File: src/rtl/fpu_sched_pkg.sv
// Shared constants, register map and FSM state type for the FPU request scheduler.
// Opcodes 6 and 7 are illegal; they are still queued so that result order is preserved.
package fpu_sched_pkg;

  localparam logic [2:0] OP_ADD     = 3'd0;
  localparam logic [2:0] OP_SUB     = 3'd1;
  localparam logic [2:0] OP_MUL     = 3'd2;
  localparam logic [2:0] OP_DIV     = 3'd3;
  localparam logic [2:0] OP_INT2FLO = 3'd4;
  localparam logic [2:0] OP_FLO2INT = 3'd5;
  localparam logic [2:0] OP_ILLEGAL_MIN = 3'd6;

  localparam logic [7:0] ADDR_A      = 8'h00;
  localparam logic [7:0] ADDR_B      = 8'h01;
  localparam logic [7:0] ADDR_OP     = 8'h02;
  localparam logic [7:0] ADDR_STATUS = 8'h03;
  localparam logic [7:0] ADDR_RESULT = 8'h04;
  localparam logic [7:0] ADDR_CLEAR  = 8'h05;

  localparam int STAT_BUSY          = 0;
  localparam int STAT_CMD_FULL      = 1;
  localparam int STAT_RES_EMPTY     = 2;
  localparam int STAT_ERR           = 3;
  localparam int STAT_RES_COUNT_LSB = 4;
  localparam int STAT_CMD_COUNT_LSB = 8;

  localparam logic [31:0] ERR_WORD = 32'hDEADBEEF;
  localparam int CMD_WIDTH = 67;

  typedef enum logic [1:0] {
    ST_IDLE,
    ST_ISSUE,
    ST_WAIT
  } issue_state_t;

  function automatic logic op_legal(input logic [2:0] op);
    logic legal;
    legal = 1'b0;
    case (op)
      OP_ADD, OP_SUB, OP_MUL, OP_DIV, OP_INT2FLO, OP_FLO2INT: legal = 1'b1;
      default: legal = (op < OP_ILLEGAL_MIN);
    endcase
    return legal;
  endfunction

  // A depth-16 queue can hold 16 entries; the 4-bit status field saturates at 15.
  function automatic logic [3:0] sat_nibble(input logic [31:0] v);
    return (v > 32'd15) ? 4'hF : v[3:0];
  endfunction

endpackage

File: src/rtl/fpu_sched_fifo.sv
// Synchronous FIFO with flush; used for both the command and the result queue.
// A push and pop in the same cycle is accepted even when full.
module fpu_sched_fifo
  import fpu_sched_pkg::*;
#(
  parameter int WIDTH = 32,
  parameter int DEPTH = 4
) (
  input  logic                       clock,
  input  logic                       reset,
  input  logic                       flush,
  input  logic                       push,
  input  logic [WIDTH-1:0]           push_data,
  input  logic                       pop,
  output logic [WIDTH-1:0]           pop_data,
  output logic [$clog2(DEPTH):0]     count,
  output logic                       full,
  output logic                       empty
);
  localparam int AW = $clog2(DEPTH);
  localparam int CW = AW + 1;

  logic [WIDTH-1:0] mem [DEPTH];
  logic [AW-1:0]    wr_ptr;
  logic [AW-1:0]    rd_ptr;
  logic             do_push;
  logic             do_pop;

  assign full     = (count == CW'(DEPTH));
  assign empty    = (count == '0);
  assign do_push  = push && (!full || pop);
  assign do_pop   = pop && !empty;
  assign pop_data = mem[rd_ptr];

  always_ff @(posedge clock or negedge reset) begin
    if (!reset) begin
      wr_ptr <= '0;
      rd_ptr <= '0;
      count  <= '0;
    end else if (flush) begin
      wr_ptr <= '0;
      rd_ptr <= '0;
      count  <= '0;
    end else begin
      if (do_push) wr_ptr <= wr_ptr + 1'b1;
      if (do_pop)  rd_ptr <= rd_ptr + 1'b1;
      count <= count + CW'(do_push) - CW'(do_pop);
    end
  end

  always_ff @(posedge clock) begin
    if (do_push && !flush) mem[wr_ptr] <= push_data;
  end

endmodule

File: src/rtl/fpu_request_scheduler.sv
// Avalon-MM front end that queues FPU requests, time-shares one external core and
// returns results in issue order.
//
// state    | meaning
// ---------+----------------------------------------------------------------
// ST_IDLE  | pop head when result space exists; illegal op pushes ERR_WORD
// ST_ISSUE | fpu_start high for one cycle, latency counter loaded
// ST_WAIT  | count down; capture fpu_result on terminal count
module fpu_request_scheduler
  import fpu_sched_pkg::*;
#(
  parameter int FPU_LATENCY = 4,
  parameter int QUEUE_DEPTH = 4
) (
  input  logic        clock,
  input  logic        reset,
  input  logic [7:0]  address,
  input  logic        write,
  input  logic [31:0] writedata,
  input  logic        read,
  output logic [31:0] readdata,
  output logic        waitrequest,
  output logic        fpu_start,
  output logic [2:0]  fpu_op,
  output logic [31:0] fpu_a,
  output logic [31:0] fpu_b,
  input  logic [31:0] fpu_result
);
  localparam int CW = $clog2(QUEUE_DEPTH) + 1;

  issue_state_t state, state_nxt;
  logic [3:0]   lat_cnt;
  logic [3:0]   lat_nxt;
  logic [31:0]  reg_a, reg_b;
  logic [2:0]   last_op;
  logic         err, set_err;
  logic         rd_pending, discard;

  logic                 cmd_full, cmd_empty, cmd_pop;
  logic [CW-1:0]        cmd_count;
  logic [CMD_WIDTH-1:0] cmd_head;
  logic                 res_full, res_empty, res_push, res_pop;
  logic [CW-1:0]        res_count;
  logic [31:0]          res_head, res_data;

  logic        wr_op_sel, op_wr, clear_wr, rd_start, rd_done;
  logic        load_issue, capture, busy;
  logic [31:0] status, rd_mux;

  assign wr_op_sel   = write && (address == ADDR_OP);
  assign op_wr       = wr_op_sel && !cmd_full;
  assign clear_wr    = write && (address == ADDR_CLEAR);
  assign waitrequest = (read && !rd_pending) || (wr_op_sel && cmd_full);
  assign rd_start    = read && !rd_pending && !((address == ADDR_RESULT) && res_empty);
  assign rd_done     = read && rd_pending;
  assign res_pop     = rd_done && (address == ADDR_RESULT);
  assign fpu_start   = (state == ST_ISSUE);
  assign lat_nxt     = lat_cnt - 4'd1;
  assign busy        = (state != ST_IDLE) || (cmd_count != '0);

  fpu_sched_fifo #(.WIDTH(CMD_WIDTH), .DEPTH(QUEUE_DEPTH)) u_cmd_q (
    .clock     (clock),
    .reset     (reset),
    .flush     (clear_wr),
    .push      (op_wr),
    .push_data ({writedata[2:0], reg_a, reg_b}),
    .pop       (cmd_pop),
    .pop_data  (cmd_head),
    .count     (cmd_count),
    .full      (cmd_full),
    .empty     (cmd_empty)
  );

  fpu_sched_fifo #(.WIDTH(32), .DEPTH(QUEUE_DEPTH)) u_res_q (
    .clock     (clock),
    .reset     (reset),
    .flush     (clear_wr),
    .push      (res_push),
    .push_data (res_data),
    .pop       (res_pop),
    .pop_data  (res_head),
    .count     (res_count),
    .full      (res_full),
    .empty     (res_empty)
  );

  // Nothing is in flight while IDLE, so result space reduces to res_count alone.
  always_comb begin
    state_nxt  = state;
    cmd_pop    = 1'b0;
    res_push   = 1'b0;
    res_data   = fpu_result;
    set_err    = 1'b0;
    load_issue = 1'b0;
    capture    = 1'b0;
    case (state)
      ST_IDLE: begin
        if (!cmd_empty && (res_count < CW'(QUEUE_DEPTH))) begin
          cmd_pop = 1'b1;
          if (op_legal(cmd_head[66:64])) begin
            load_issue = 1'b1;
            state_nxt  = ST_ISSUE;
          end else begin
            res_push = 1'b1;
            res_data = ERR_WORD;
            set_err  = 1'b1;
          end
        end
      end
      ST_ISSUE: state_nxt = ST_WAIT;
      ST_WAIT: begin
        if (lat_nxt == 4'd0) begin
          capture   = 1'b1;
          res_push  = !discard;
          state_nxt = ST_IDLE;
        end
      end
      default: state_nxt = ST_IDLE;
    endcase
  end

  always_comb begin
    status = '0;
    status[STAT_BUSY]      = busy;
    status[STAT_CMD_FULL]  = cmd_full;
    status[STAT_RES_EMPTY] = res_empty;
    status[STAT_ERR]       = err;
    status[STAT_RES_COUNT_LSB +: 4] = sat_nibble(32'(res_count));
    status[STAT_CMD_COUNT_LSB +: 4] = sat_nibble(32'(cmd_count));
    case (address)
      ADDR_A:      rd_mux = reg_a;
      ADDR_B:      rd_mux = reg_b;
      ADDR_OP:     rd_mux = {29'd0, last_op};
      ADDR_STATUS: rd_mux = status;
      ADDR_RESULT: rd_mux = res_head;
      ADDR_CLEAR:  rd_mux = 32'd0;
      default:     rd_mux = ERR_WORD;
    endcase
  end

  always_ff @(posedge clock or negedge reset) begin
    if (!reset) begin
      state      <= ST_IDLE;
      lat_cnt    <= '0;
      fpu_op     <= '0;
      fpu_a      <= '0;
      fpu_b      <= '0;
      reg_a      <= '0;
      reg_b      <= '0;
      last_op    <= '0;
      err        <= 1'b0;
      readdata   <= '0;
      rd_pending <= 1'b0;
      discard    <= 1'b0;
    end else begin
      state <= state_nxt;
      if (load_issue) begin
        fpu_op <= cmd_head[66:64];
        fpu_a  <= cmd_head[63:32];
        fpu_b  <= cmd_head[31:0];
      end
      if (state == ST_ISSUE)     lat_cnt <= 4'(FPU_LATENCY);
      else if (state == ST_WAIT) lat_cnt <= lat_nxt;

      if (write && (address == ADDR_A)) reg_a <= writedata;
      if (write && (address == ADDR_B)) reg_b <= writedata;
      if (op_wr) last_op <= writedata[2:0];

      if (clear_wr)     err <= 1'b0;
      else if (set_err) err <= 1'b1;

      if (rd_start) begin
        readdata   <= rd_mux;
        rd_pending <= 1'b1;
      end else if (rd_done) begin
        rd_pending <= 1'b0;
      end

      // An op issued or in flight across a CLEAR still runs, but its result is dropped.
      if (capture)                                               discard <= 1'b0;
      else if (clear_wr && ((state != ST_IDLE) || load_issue))   discard <= 1'b1;
    end
  end

endmodule

File: config.mk
export PLATFORM = sky130hd
export DESIGN_NAME = fpu_request_scheduler
export DESIGN_NICKNAME = d
export VERILOG_FILES = /design/src/rtl/fpu_sched_pkg.sv /design/src/rtl/fpu_sched_fifo.sv /design/src/rtl/fpu_request_scheduler.sv
export SDC_FILE = /design/constraint.sdc
export NUM_CORES = 1
export LEC_CHECK = 0
export ABC_AREA = 1
export BUFFER_PORTS_ARGS = -buffer_cell sky130_fd_sc_hd__buf_2
export CAP_MARGIN = 10
export CORE_MARGIN = 1.5
export CORE_UTILIZATION = 30
export DETAILED_ROUTE_END_ITERATION = 8
export HOLD_SLACK_MARGIN = 0.15
export PLACE_DENSITY = 0.45
export SYNTH_ARGS = -nofsm -noshare
export SYNTH_HDL_FRONTEND = slang
export SYNTH_SLANG_ARGS = --single-unit
File: constraint.sdc
create_clock -name clock -period 4.6 [get_ports clock]
set_input_delay 0.23 -clock clock [delete_from_list [all_inputs] [get_ports clock]]
set_output_delay 0.23 -clock clock [all_outputs]
set_load 0.05 [all_outputs]
==> results of run 1 <==
[cell usage in the layout (no fill, tap or decap), types with 6 or more instances in the layout]
cell,n
buf_4,27
o22ai_1,87
edfxtp_1,396
nor2_1,294
ha_1,17
dfrtp_1,188
clkbuf_16,70
nor2_2,9
o21ai_1,39
clkbuf_1,15
clkbuf_8,11
inv_2,6
nand2_2,10
nand3_1,116
o21ai_0,235
clkinv_2,13
dlygate4sd3_1,67
nand2_1,415
inv_1,130
nor2_4,9
a21oi_1,15
buf_2,175
[worst max-delay path: stages (launching register included)]
cell and delay (ps):
dfrtp_4 630, buf_4 350, nand2_1 130, nand3_1 100
nand2_1 190, nand2_4 340, nand2_2 140, buf_4 570
nand2_1 140, nand2_1 120
[area by class of cell]
cell class,instances,area [µm²]
repair buffers,272,1800
inverters,139,527
multi-input cells,1275,5920
clock inverters,30,308
flip-flops and latches,585,16600
well taps,1040,1300
clock buffers,95,1950
fillers,7710,49300
[stage by stage]
stage          area, µm²  utilization, %  hold WS (ps)  instances
6_report           28400            36.6           212       3436
4_1_cts            28400            36.6           163       3436
3_5_place_dp       25500            32.8           370       3244
2_1_floorplan      23600               -         -65.6       2115
3_3_place_gp       25500            32.8           361       3244
5_1_grt            28400            36.6           209       3436
[cell families after synthesis]
family | count (synthesis) | share of synthesized area (%)
AOI/OAI and AO/OA | 379 | 8.54
xor gates and xnor gates | 5 | 0.186
adders and majority gates | 19 | 1.07
buffers and inverters | 255 | 4.68
DFF | 585 | 70.4
and+or+nand+nor | 872 | 15.1
[routing by layer]
layer  share of wire, %  vias to the layer above  wire [µm]
met5                  0                        -          0
met4                2.0                        0       1320
met3                5.0                       69       3350
met2                 45                      410      30300
met1                 48                     7908      32500
li1                   -                     7668          -
[worst max-delay path by stage]
stage	from	to	slack [ps]	depth (start not counted)
after global routing	u_cmd_q.rd_ptr[0]$_DFFE_PN0P_	fpu_a[23]$_DFFE_PN0P_	1480	9
final	u_cmd_q.rd_ptr[0]$_DFFE_PN0P_	fpu_a[19]$_DFFE_PN0P_	1750	9
after detailed placement	u_cmd_q.rd_ptr[0]$_DFFE_PN0P_	fpu_a[23]$_DFFE_PN0P_	1680	9
after floorplan	address[2]	u_cmd_q.mem[0][0]$_DFFE_PP_	220	8
after CTS	u_cmd_q.rd_ptr[0]$_DFFE_PN0P_	fpu_a[23]$_DFFE_PN0P_	1660	9
after global placement	u_cmd_q.rd_ptr[0]$_DFFE_PN0P_	fpu_b[29]$_DFFE_PN0P_	1730	9
[sequential cells by signal (all words and copies together) (netlist names)]
signal and flops:
u_cmd_q.mem 268, u_res_q.mem 128, fpu_a 32, fpu_b 32, readdata 32, reg_a 32, reg_b 32, lat_cnt 4
fpu_op 3, last_op 3, u_cmd_q.count 3, u_res_q.count 3, state 2, u_cmd_q.rd_ptr 2, u_cmd_q.wr_ptr 2, u_res_q.rd_ptr 2
u_res_q.wr_ptr 2, discard 1, err 1, rd_pending 1
[where the power goes]
part / total [µW] / internal [µW] / switching (µW)
clock network: 5400 / 3250 / 2140
logic: 4790 / 1190 / 3600
registers: 6530 / 6180 / 358
total: 16700 / 10600 / 6100
==> out/qor.csv, run 1 <==
stage,metric,value,unit
status,status,"complete, no violations",
clock_network,postCtsSetupRepairBufs,0,
setup_path,timing.rr.end,fpu_a[19]$_DFFE_PN0P_,
pwr,power,16700,µW
synthesis,ys_warn_count,0,
route,drtIter0Drc,1108,
pwr,power_density,588,nW/µm²
timing,rsz0062_at_grt,no,
layout,drive_gt1_share,14.9,%
timing,finalSetupViolations,0,
timing,fin_crit_sh,62.1,%
global_route,gr-usage-met3,2.53,%
setup_path,crit_type,flip-flop to flip-flop,
min_path,hold_path_end,u_cmd_q.wr_ptr[1]$_DFFE_PN0P_,
clock_network,cts_tree,done,
synthesis,synth_flop_cell,edfxtp_1,
die,dieArea,80400,µm²
layout,antenna_cells,0,
global_route,grt_pass1_vias,15523,
clock_network,htree_levels,3,
placed_design,gp_congestion,0.773,
die,die_h,284,µm
setup_path,r2r_setup_slack,1750,ps
setup_path,worstPathMaxFanout,65,
synthesis,yosysSeqAreaShare,70.4,%
global_route,antenna_found_initial,0,
route,avgRoutedWirePerCell,19.6,µm
route,vias,16055,
placed_design,dp_hpwl,42200,µm
die,num_io_pins,177,
pwr,p_leak,0.0115,µW
setup_path,regToRegStartpoint,u_cmd_q.rd_ptr[0]$_DFFE_PN0P_,
setup_path,critical_path_required,5120,ps
synthesis,yosysMostFrequentCell,nand2_1,
synthesis,syn-mean-instance-area,11.2,µm²
global_route,top_usage_layer,met2,
global_route,grt_pass1_wl,101000,µm
min_path,hold_depth,7,
clock_network,cts_buffer_depth,3,
clock_network,clk_pin_slew,60,ps
global_route,grt_max_degree,104,
setup_path,cp-end-kind,flip-flop,
die,initial_core_util,30.4,%
synthesis,synth_top_area_share,50.4,%
synthesis,synth_common_cells,"nand2_1 (415), edfxtp_1 (396), nor2_1 (302), o21ai_0 (235), dfrtp_1 (189)",
timing,slew_headroom,23.5,%
layout,syn2layout_area_growth,20.5,%
synthesis,syn_area,23600,µm²
setup_path,worstPathArrival,3380,ps
global_route,grtUsageTotal,16.6,%
die,die_width,284,µm
global_route,grt_use_met2,25.7,%
layout,nets,2436,
route,postRouteAntennaNets,0,
min_path,hp-start,address[1],
synthesis,syn_nets,2210,
die,std_cell_rows,102,
placed_design,pre_cts_slack,1680,ps
timing,final-max-slew-violation-count,0,
timing,max_clock_freq,350,MHz
synthesis,postSynthRegisterBits,585,
pwr,ir_drop,313,µV
min_path,min-delay-path-class,primary input to flip-flop,
clock_network,clk_latency,600,ps
synthesis,yosysUniqueCellTypes,37,
global_route,grtUsageMet1,24.1,%
clock_network,cts_num_sinks,585,
timing,final.min_clock_period,2850,ps
timing,worst_pin_slew,1150,ps
global_route,grt_overflow,0,
route,dr.pass1.iters,5,
die,core-area,77700,µm²
clock_network,cts_root_buf,clkbuf_16,
route,via_per_inst,4.67,
route,routed_wl,67400,µm
setup_path,rr_worst_depth,9,
timing,final.setup.tns,0,ps
synthesis,synth_edf_count,396,
route,drc,0,
flow_run,cap_violations,0,
synthesis,async_flop_share,32.3,%
timing,hold_viol,0,
clock_network,cts.hold.buffers_added,67,
clock_network,cts_resized,0,
synthesis,yosys.area.top_type,edfxtp_1,
placed_design,io_buffers,176,
synthesis,synth_cells,2115,
timing,postLayoutSetupSlackWorst,1750,ps
synthesis,synth_area_leaders,"edfxtp_1 (50%), dfrtp_1 (20%), nand2_1 (6.6%), o21ai_0 (5.0%), nor2_1 (4.8%)",
timing,skew,25.9,ps
setup_path,start_kind,flip-flop,
clock_network,numCtsBuffers,68,
No activity file was read; power rests on OpenSTA's default activity.
==> inputs of run 2 (changes only) <==
- clock period: 4.6 -> 2.77 ns (I/O delays scaled with it)
==> out/qor.csv, run 2 (synthesis results as in run 1) <==
stage,metric,value,unit,change
status,status,"complete, no violations",,unchanged
timing,max_clock_freq,384,MHz,
setup_path,cp-end-kind,flip-flop,,unchanged
route,vias,16079,,was 16055
die,die_h,284,µm,unchanged
timing,slew_headroom,36.8,%,was 23.5%
setup_path,start_kind,primary input,,was flip-flop
route,via_per_inst,4.67,,about the same
layout,drive_gt1_share,14.7,%,was 14.9%
timing,skew,20.8,ps,was 25.9 ps
layout,layout_commonest_cell,nand2_1,,unchanged
layout,final_cell_mix,"nand2_1 (415), edfxtp_1 (396), nor2_1 (294)",,unchanged
route,dr.pass1.iters,5,,unchanged
layout,largest_register_ffs,268,,unchanged
timing,final.setup.tns,0,ps,unchanged
setup_path,path_cells,dlygate4sd3_1 > buf_2 > nand2_1 > dlygate4sd3_1 > nor3_2 > nand2_1 > nor2_2 > inv_2 > nor2_4 > buf_12,,was buf_4 > nand2_1 > nand3_1 > nand2_1 > nand2_4 > nand2_2 > buf_4 > nand2_1 > nand2_1
clock_network,postCtsSetupRepairBufs,0,,unchanged
die,die_width,284,µm,unchanged
timing,fin_hold_ws,194,ps,was 212 ps
clock_network,cts_resized,0,,unchanged
layout,syn2layout_area_growth,21.5,%,was 20.5%
clock_network,cts_buffer_depth,3,,unchanged
timing,fin_crit_sh,94.1,%,
die,num_io_pins,177,,unchanged
setup_path,regToRegStartpoint,state[0]$_DFFE_PN0P_,,was u_cmd_q.rd_ptr[0]$_DFFE_PN0P_
setup_path,crit_type,primary input to flip-flop,,was flip-flop to flip-flop
placed_design,dp_hpwl,41400,µm,was 42200 µm
route,drc,0,,unchanged
layout,top_register,u_cmd_q.mem,,unchanged
layout,fill_cells,7645,,was 7710
layout,reg.largest.list,"u_cmd_q.mem x268, u_res_q.mem x128",,unchanged
min_path,min-delay-path-class,primary input to flip-flop,,unchanged
global_route,antenna_found_initial,1,,was 0
route,postRouteAntennaNets,0,,unchanged
timing,final.min_clock_period,2610,ps,
placed_design,placed_area,25700,µm²,was 25500 µm²
clock_network,cts.hold.buffers_added,72,,was 67
layout,fin_area,28700,µm²,was 28400 µm²
timing,worst_pin_slew,943,ps,was 1150 ps
setup_path,rr_worst_depth,11,,was 9
die,dieArea,80400,µm²,unchanged
timing,final-max-slew-violation-count,0,,unchanged
min_path,hp-start,address[0],,was address[1]
clock_network,cts_root_buf,clkbuf_16,,unchanged
timing,postLayoutSetupSlackWorst,164,ps,was 1750 ps
global_route,grt_pass1_vias,16283,,was 15523
setup_path,cp_slowest_stage_delay,560,ps,was 630 ps
clock_network,htree_levels,3,,unchanged
route,avgRoutedWirePerCell,19.6,µm,about the same
pwr,power_density,968,nW/µm²,was 588 nW/µm²
clock_network,numCtsBuffers,66,,was 68
timing,rsz0062_at_grt,no,,unchanged
global_route,grt_max_degree,127,,was 104
global_route,grt_pass1_wl,103000,µm,was 101000 µm
setup_path,timing.rr.end,u_cmd_q.count[2]$_DFF_PN0_,,was fpu_a[19]$_DFFE_PN0P_
route,drtIter0Drc,1107,,was 1108
layout,nets,2444,,was 2436
min_path,hold_path_end,u_cmd_q.rd_ptr[1]$_DFFE_PN0P_,,was u_cmd_q.wr_ptr[1]$_DFFE_PN0P_
pwr,ir_drop,596,µV,was 313 µV
die,std_cell_rows,102,,unchanged
global_route,grt_overflow,0,,unchanged
die,initial_core_util,30.4,%,unchanged
clock_network,cts_num_sinks,585,,unchanged
placed_design,gp_congestion,0.814,,was 0.773
die,core-area,77700,µm²,unchanged
setup_path,critical_path_required,2990,ps,was 5120 ps
layout,antenna_cells,0,,unchanged
setup_path,worstPathMaxFanout,67,,was 65
timing,finalSetupViolations,0,,unchanged
placed_design,place_inst,3249,,was 3244
pwr,p_leak,0.0115,µW,about the same
min_path,hold_depth,4,,was 7
timing,hold_viol,0,,unchanged
setup_path,worstPathArrival,2830,ps,was 3380 ps
setup_path,r2r_setup_slack,440,ps,was 1750 ps
clock_network,cts_tree,done,,unchanged
route,routed_wl,67600,µm,was 67400 µm
clock_network,clk_latency,590,ps,was 600 ps
placed_design,io_buffers,176,,unchanged
global_route,grtUsageTotal,16.9,%,was 16.6%
flow_run,cap_violations,0,,unchanged
setup_path,cp_slowest_cell,dlygate4sd3_1,,was dfrtp_4
placed_design,pre_cts_slack,460,ps,was 1680 ps
layout,fin_cells,3440,,was 3436
clock_network,clk_pin_slew,60,ps,about the same
[run 2: cell types whose count changed in the layout (fill, tap and decap cells not counted), sizes merged]
cell	change
clkinv	-4
dlygate4sd3	+4
buf	+6
inv	-5
clkinvlp	-1
clkbuf	+3
bufinv	+1
[run 2: area by class of cell]
class / instances / area, µm² / share of cell area [%]
clock inverter: 21 / 262 / 0.912
sequential: 585 / 16600 / 58.0
timing repair buffer: 282 / 2060 / 7.18
inverter: 139 / 527 / 1.84
multi-input combinational: 1275 / 5920 / 20.7
tap: 1040 / 1300 / 4.54
clock buffer: 98 / 1980 / 6.90
[run 2: metrics by stage]
stage,util (%),power [µW]
global route,36.9,29300
detailed placement,33.1,19000
floorplan,-,16600
global placement,33.1,18900
CTS,36.9,28200
finish,36.9,27700
[run 2: critical path: cells and delay by family]
kind	cells	cell delay (ps)
buffers and inverters	5	1810
and+or+nand+nor	5	820
[run 2: how the worst max path moves through the flow]
stage / to / cells after the start / start / slack [ps]
floorplan: u_cmd_q.mem[0][0]$_DFFE_PP_ / 8 / address[2] / -400
global placement: u_cmd_q.mem[3][15]$_DFFE_PP_ / 9 / address[2] / 470
detailed placement: u_cmd_q.count[2]$_DFF_PN0_ / 11 / state[0]$_DFFE_PN0P_ / 460
CTS: u_cmd_q.mem[3][51]$_DFFE_PP_ / 10 / address[1] / 180
global route: u_cmd_q.mem[3][16]$_DFFE_PP_ / 10 / address[1] / 20
finish: u_cmd_q.mem[3][14]$_DFFE_PP_ / 10 / address[1] / 160
[run 2: metal layers]
layer,share of wire (%),vias to the layer above,track usage [%]
met5,0,-,0
met4,2.2,0,4.96
met3,4.8,87,2.37
met2,45,390,26.2
met1,48,7910,24.5
li1,-,7692,-
[run 2: power breakdown]
group	total, µW	internal [µW]	leakage (µW)	switching, µW
clock	8960	5500	0.00109	3460
sequential	10800	10300	0.00603	561
combinational	7970	2050	0.00442	5920
==> inputs of run 3 (changes only) <==
- RECOVER_POWER: default -> 25
==> out/qor.csv, run 3 (synthesis results as in run 1) <==
stage,metric,value,unit,change
status,status,finished with violations,,"was complete, no violations"
status,violations,"capacitance limit, slew limit",,
layout,fin_util,36.8,%,was 36.9%
setup_path,crit_type,primary input to flip-flop,,unchanged
placed_design,gp_congestion,0.814,,unchanged
min_path,min-delay-path-class,primary input to flip-flop,,unchanged
die,die_h,284,µm,unchanged
clock_network,htree_levels,3,,unchanged
global_route,grt_pass1_wl,103000,µm,unchanged
pwr,p_leak,0.0115,µW,about the same
setup_path,cp_slowest_stage_delay,560,ps,about the same
setup_path,cp_slowest_cell,dlygate4sd3_1,,unchanged
die,std_cell_rows,102,,unchanged
setup_path,rr_worst_depth,11,,unchanged
clock_network,cts_tree,done,,unchanged
flow_run,cap_violations,3,,was 0
setup_path,worstSetupPathDepth,10,,unchanged
layout,drive_gt1_share,14.5,%,was 14.7%
clock_network,clk_pin_slew,60,ps,about the same
timing,final.min_clock_period,2600,ps,was 2610 ps
route,avgRoutedWirePerCell,19.7,µm,was 19.6 µm
timing,hold_viol,0,,unchanged
layout,multi_input_area,5920,µm²,unchanged
die,initial_core_util,30.4,%,unchanged
global_route,antenna_found_initial,2,,was 1
layout,antenna_cells,0,,unchanged
layout,syn2layout_area_growth,21.2,%,was 21.5%
setup_path,startpoint,address[1],,unchanged
route,drtIter0Drc,1066,,was 1107
global_route,grtUsageTotal,16.9,%,unchanged
setup_path,cpLargestDelayFamily,buffers and inverters,,unchanged
setup_path,worstPathMaxFanout,67,,unchanged
route,vias,16126,,was 16079
pwr,ir_drop,596,µV,about the same
layout,nets,2444,,unchanged
setup_path,path_cells,dlygate4sd3_1 > buf_2 > nand2_1 > dlygate4sd3_1 > nor3_2 > nand2_1 > nor2_2 > inv_2 > nor2_4 > buf_12,,unchanged
setup_path,timing.rr.end,u_cmd_q.count[2]$_DFF_PN0_,,unchanged
pwr,power_density,970,nW/µm²,was 968 nW/µm²
global_route,grt_overflow,0,,unchanged
layout,top_register,u_cmd_q.mem,,unchanged
route,routed_wl,67600,µm,about the same
route,via_per_inst,4.69,,was 4.67
layout,seq_area,16600,µm²,unchanged
clock_network,numCtsBuffers,66,,unchanged
layout,reg.largest.list,"u_cmd_q.mem x268, u_res_q.mem x128",,unchanged
die,num_io_pins,177,,unchanged
timing,rsz0062_at_grt,no,,unchanged
placed_design,dp_hpwl,41400,µm,unchanged
clock_network,cts_num_sinks,585,,unchanged
clock_network,clk_latency,590,ps,about the same
setup_path,crit_path_end,u_cmd_q.mem[0][14]$_DFFE_PP_,,was u_cmd_q.mem[3][14]$_DFFE_PP_
die,die_width,284,µm,unchanged
layout,fill_cells,7655,,was 7645
route,dr.pass1.iters,4,,was 5
clock_network,cts_root_buf,clkbuf_16,,unchanged
timing,skew,20.8,ps,about the same
timing,finalSetupViolations,0,,unchanged
setup_path,regToRegStartpoint,state[0]$_DFFE_PN0P_,,unchanged
setup_path,path_buf_inv,5,,unchanged
setup_path,r2r_setup_slack,440,ps,about the same
timing,max_clock_freq,385,MHz,was 384 MHz
layout,layout_commonest_cell,nand2_1,,unchanged
placed_design,io_buffers,176,,unchanged
timing,slew_headroom,-11.9,%,was 36.8%
layout,largest_register_ffs,268,,unchanged
timing,final.setup.tns,0,ps,unchanged
setup_path,start_kind,primary input,,unchanged
clock_network,cts_buffer_depth,3,,unchanged
die,dieArea,80400,µm²,unchanged
die,core-area,77700,µm²,unchanged
global_route,grt_max_degree,127,,unchanged
setup_path,critical_path_required,2990,ps,about the same
min_path,hp-start,address[4],,was address[0]
route,postRouteAntennaNets,0,,unchanged
global_route,grt_pass1_vias,16283,,unchanged
timing,final-max-slew-violation-count,149,,was 0
timing,worst_pin_slew,1680,ps,was 943 ps
setup_path,worstPathArrival,2820,ps,was 2830 ps
timing,fin_crit_sh,93.9,%,was 94.1%
layout,final_cell_mix,"nand2_1 (415), edfxtp_1 (396), nor2_1 (294)",,unchanged
route,drc,0,,unchanged
setup_path,cp-end-kind,flip-flop,,unchanged
run 3: worst min-delay path, cell delays in order:
cell     delay, ps
buf_2           70
nor2_1          40
nand2_2        150
nor3_2         100
nand2_1         70
nor2_2          60
nand2_1         60
nand2_1         50
run 3: metrics by stage:
stage | total power [µW] | cells | hold WS [ps] | instance area (µm²) | setup WS, ps
floorplan | 16600 | 2115 | -157 | 23600 | -400
global placement | 18900 | 3249 | 132 | 25700 | 469
detailed placement | 19000 | 3249 | 135 | 25700 | 460
CTS | 28200 | 3440 | 154 | 28700 | 175
global route | 29300 | 3440 | 228 | 28600 | 22.4
finish | 27700 | 3440 | 192 | 28600 | 170
run 3: final cells by class:
class | instances | area share (%)
clock inverter | 21 | 0.914
clock buffer | 98 | 6.92
timing repair buffer | 282 | 6.95
multi-input combinational | 1275 | 20.7
sequential | 585 | 58.1
tap | 1040 | 4.55
inverter | 139 | 1.84
run 3: timing repair:
item / 4_1_cts / 5_1_grt
hold buffers: 72 / 0
gates resized for setup: 0 / 0
buffers inserted: 0 / 0
endpoints found under the hold margin: 405 / 0
run 3: worst min path at each step:
stage,endpoint,slack [ps],cells after the start
after global routing,u_cmd_q.wr_ptr[1]$_DFFE_PN0P_,230,8
after CTS,u_cmd_q.rd_ptr[1]$_DFFE_PN0P_,150,4
after global placement,fpu_b[9]$_DFFE_PN0P_,130,1
final,u_cmd_q.wr_ptr[1]$_DFFE_PN0P_,190,8
after detailed placement,fpu_b[9]$_DFFE_PN0P_,140,1
after floorplan,discard$_DFFE_PN0P_,-160,0
run 3: power breakdown:
group,internal (µW),leakage [µW],total (µW),switching (µW)
Clock,5500,0.00109,8970,3470
Sequential,10300,0.00603,10800,559
Combinational,2040,0.00438,7970,5920
Total,17800,0.0115,27700,9950
run 3: per-layer routing:
metal	global-route usage (%)	vias up	wire [µm]
met5	0	-	0
met2	26.2	395	30400
met4	4.96	0	1490
li1	-	7686	-
met3	2.37	87	3480
met1	24.5	7958	32300
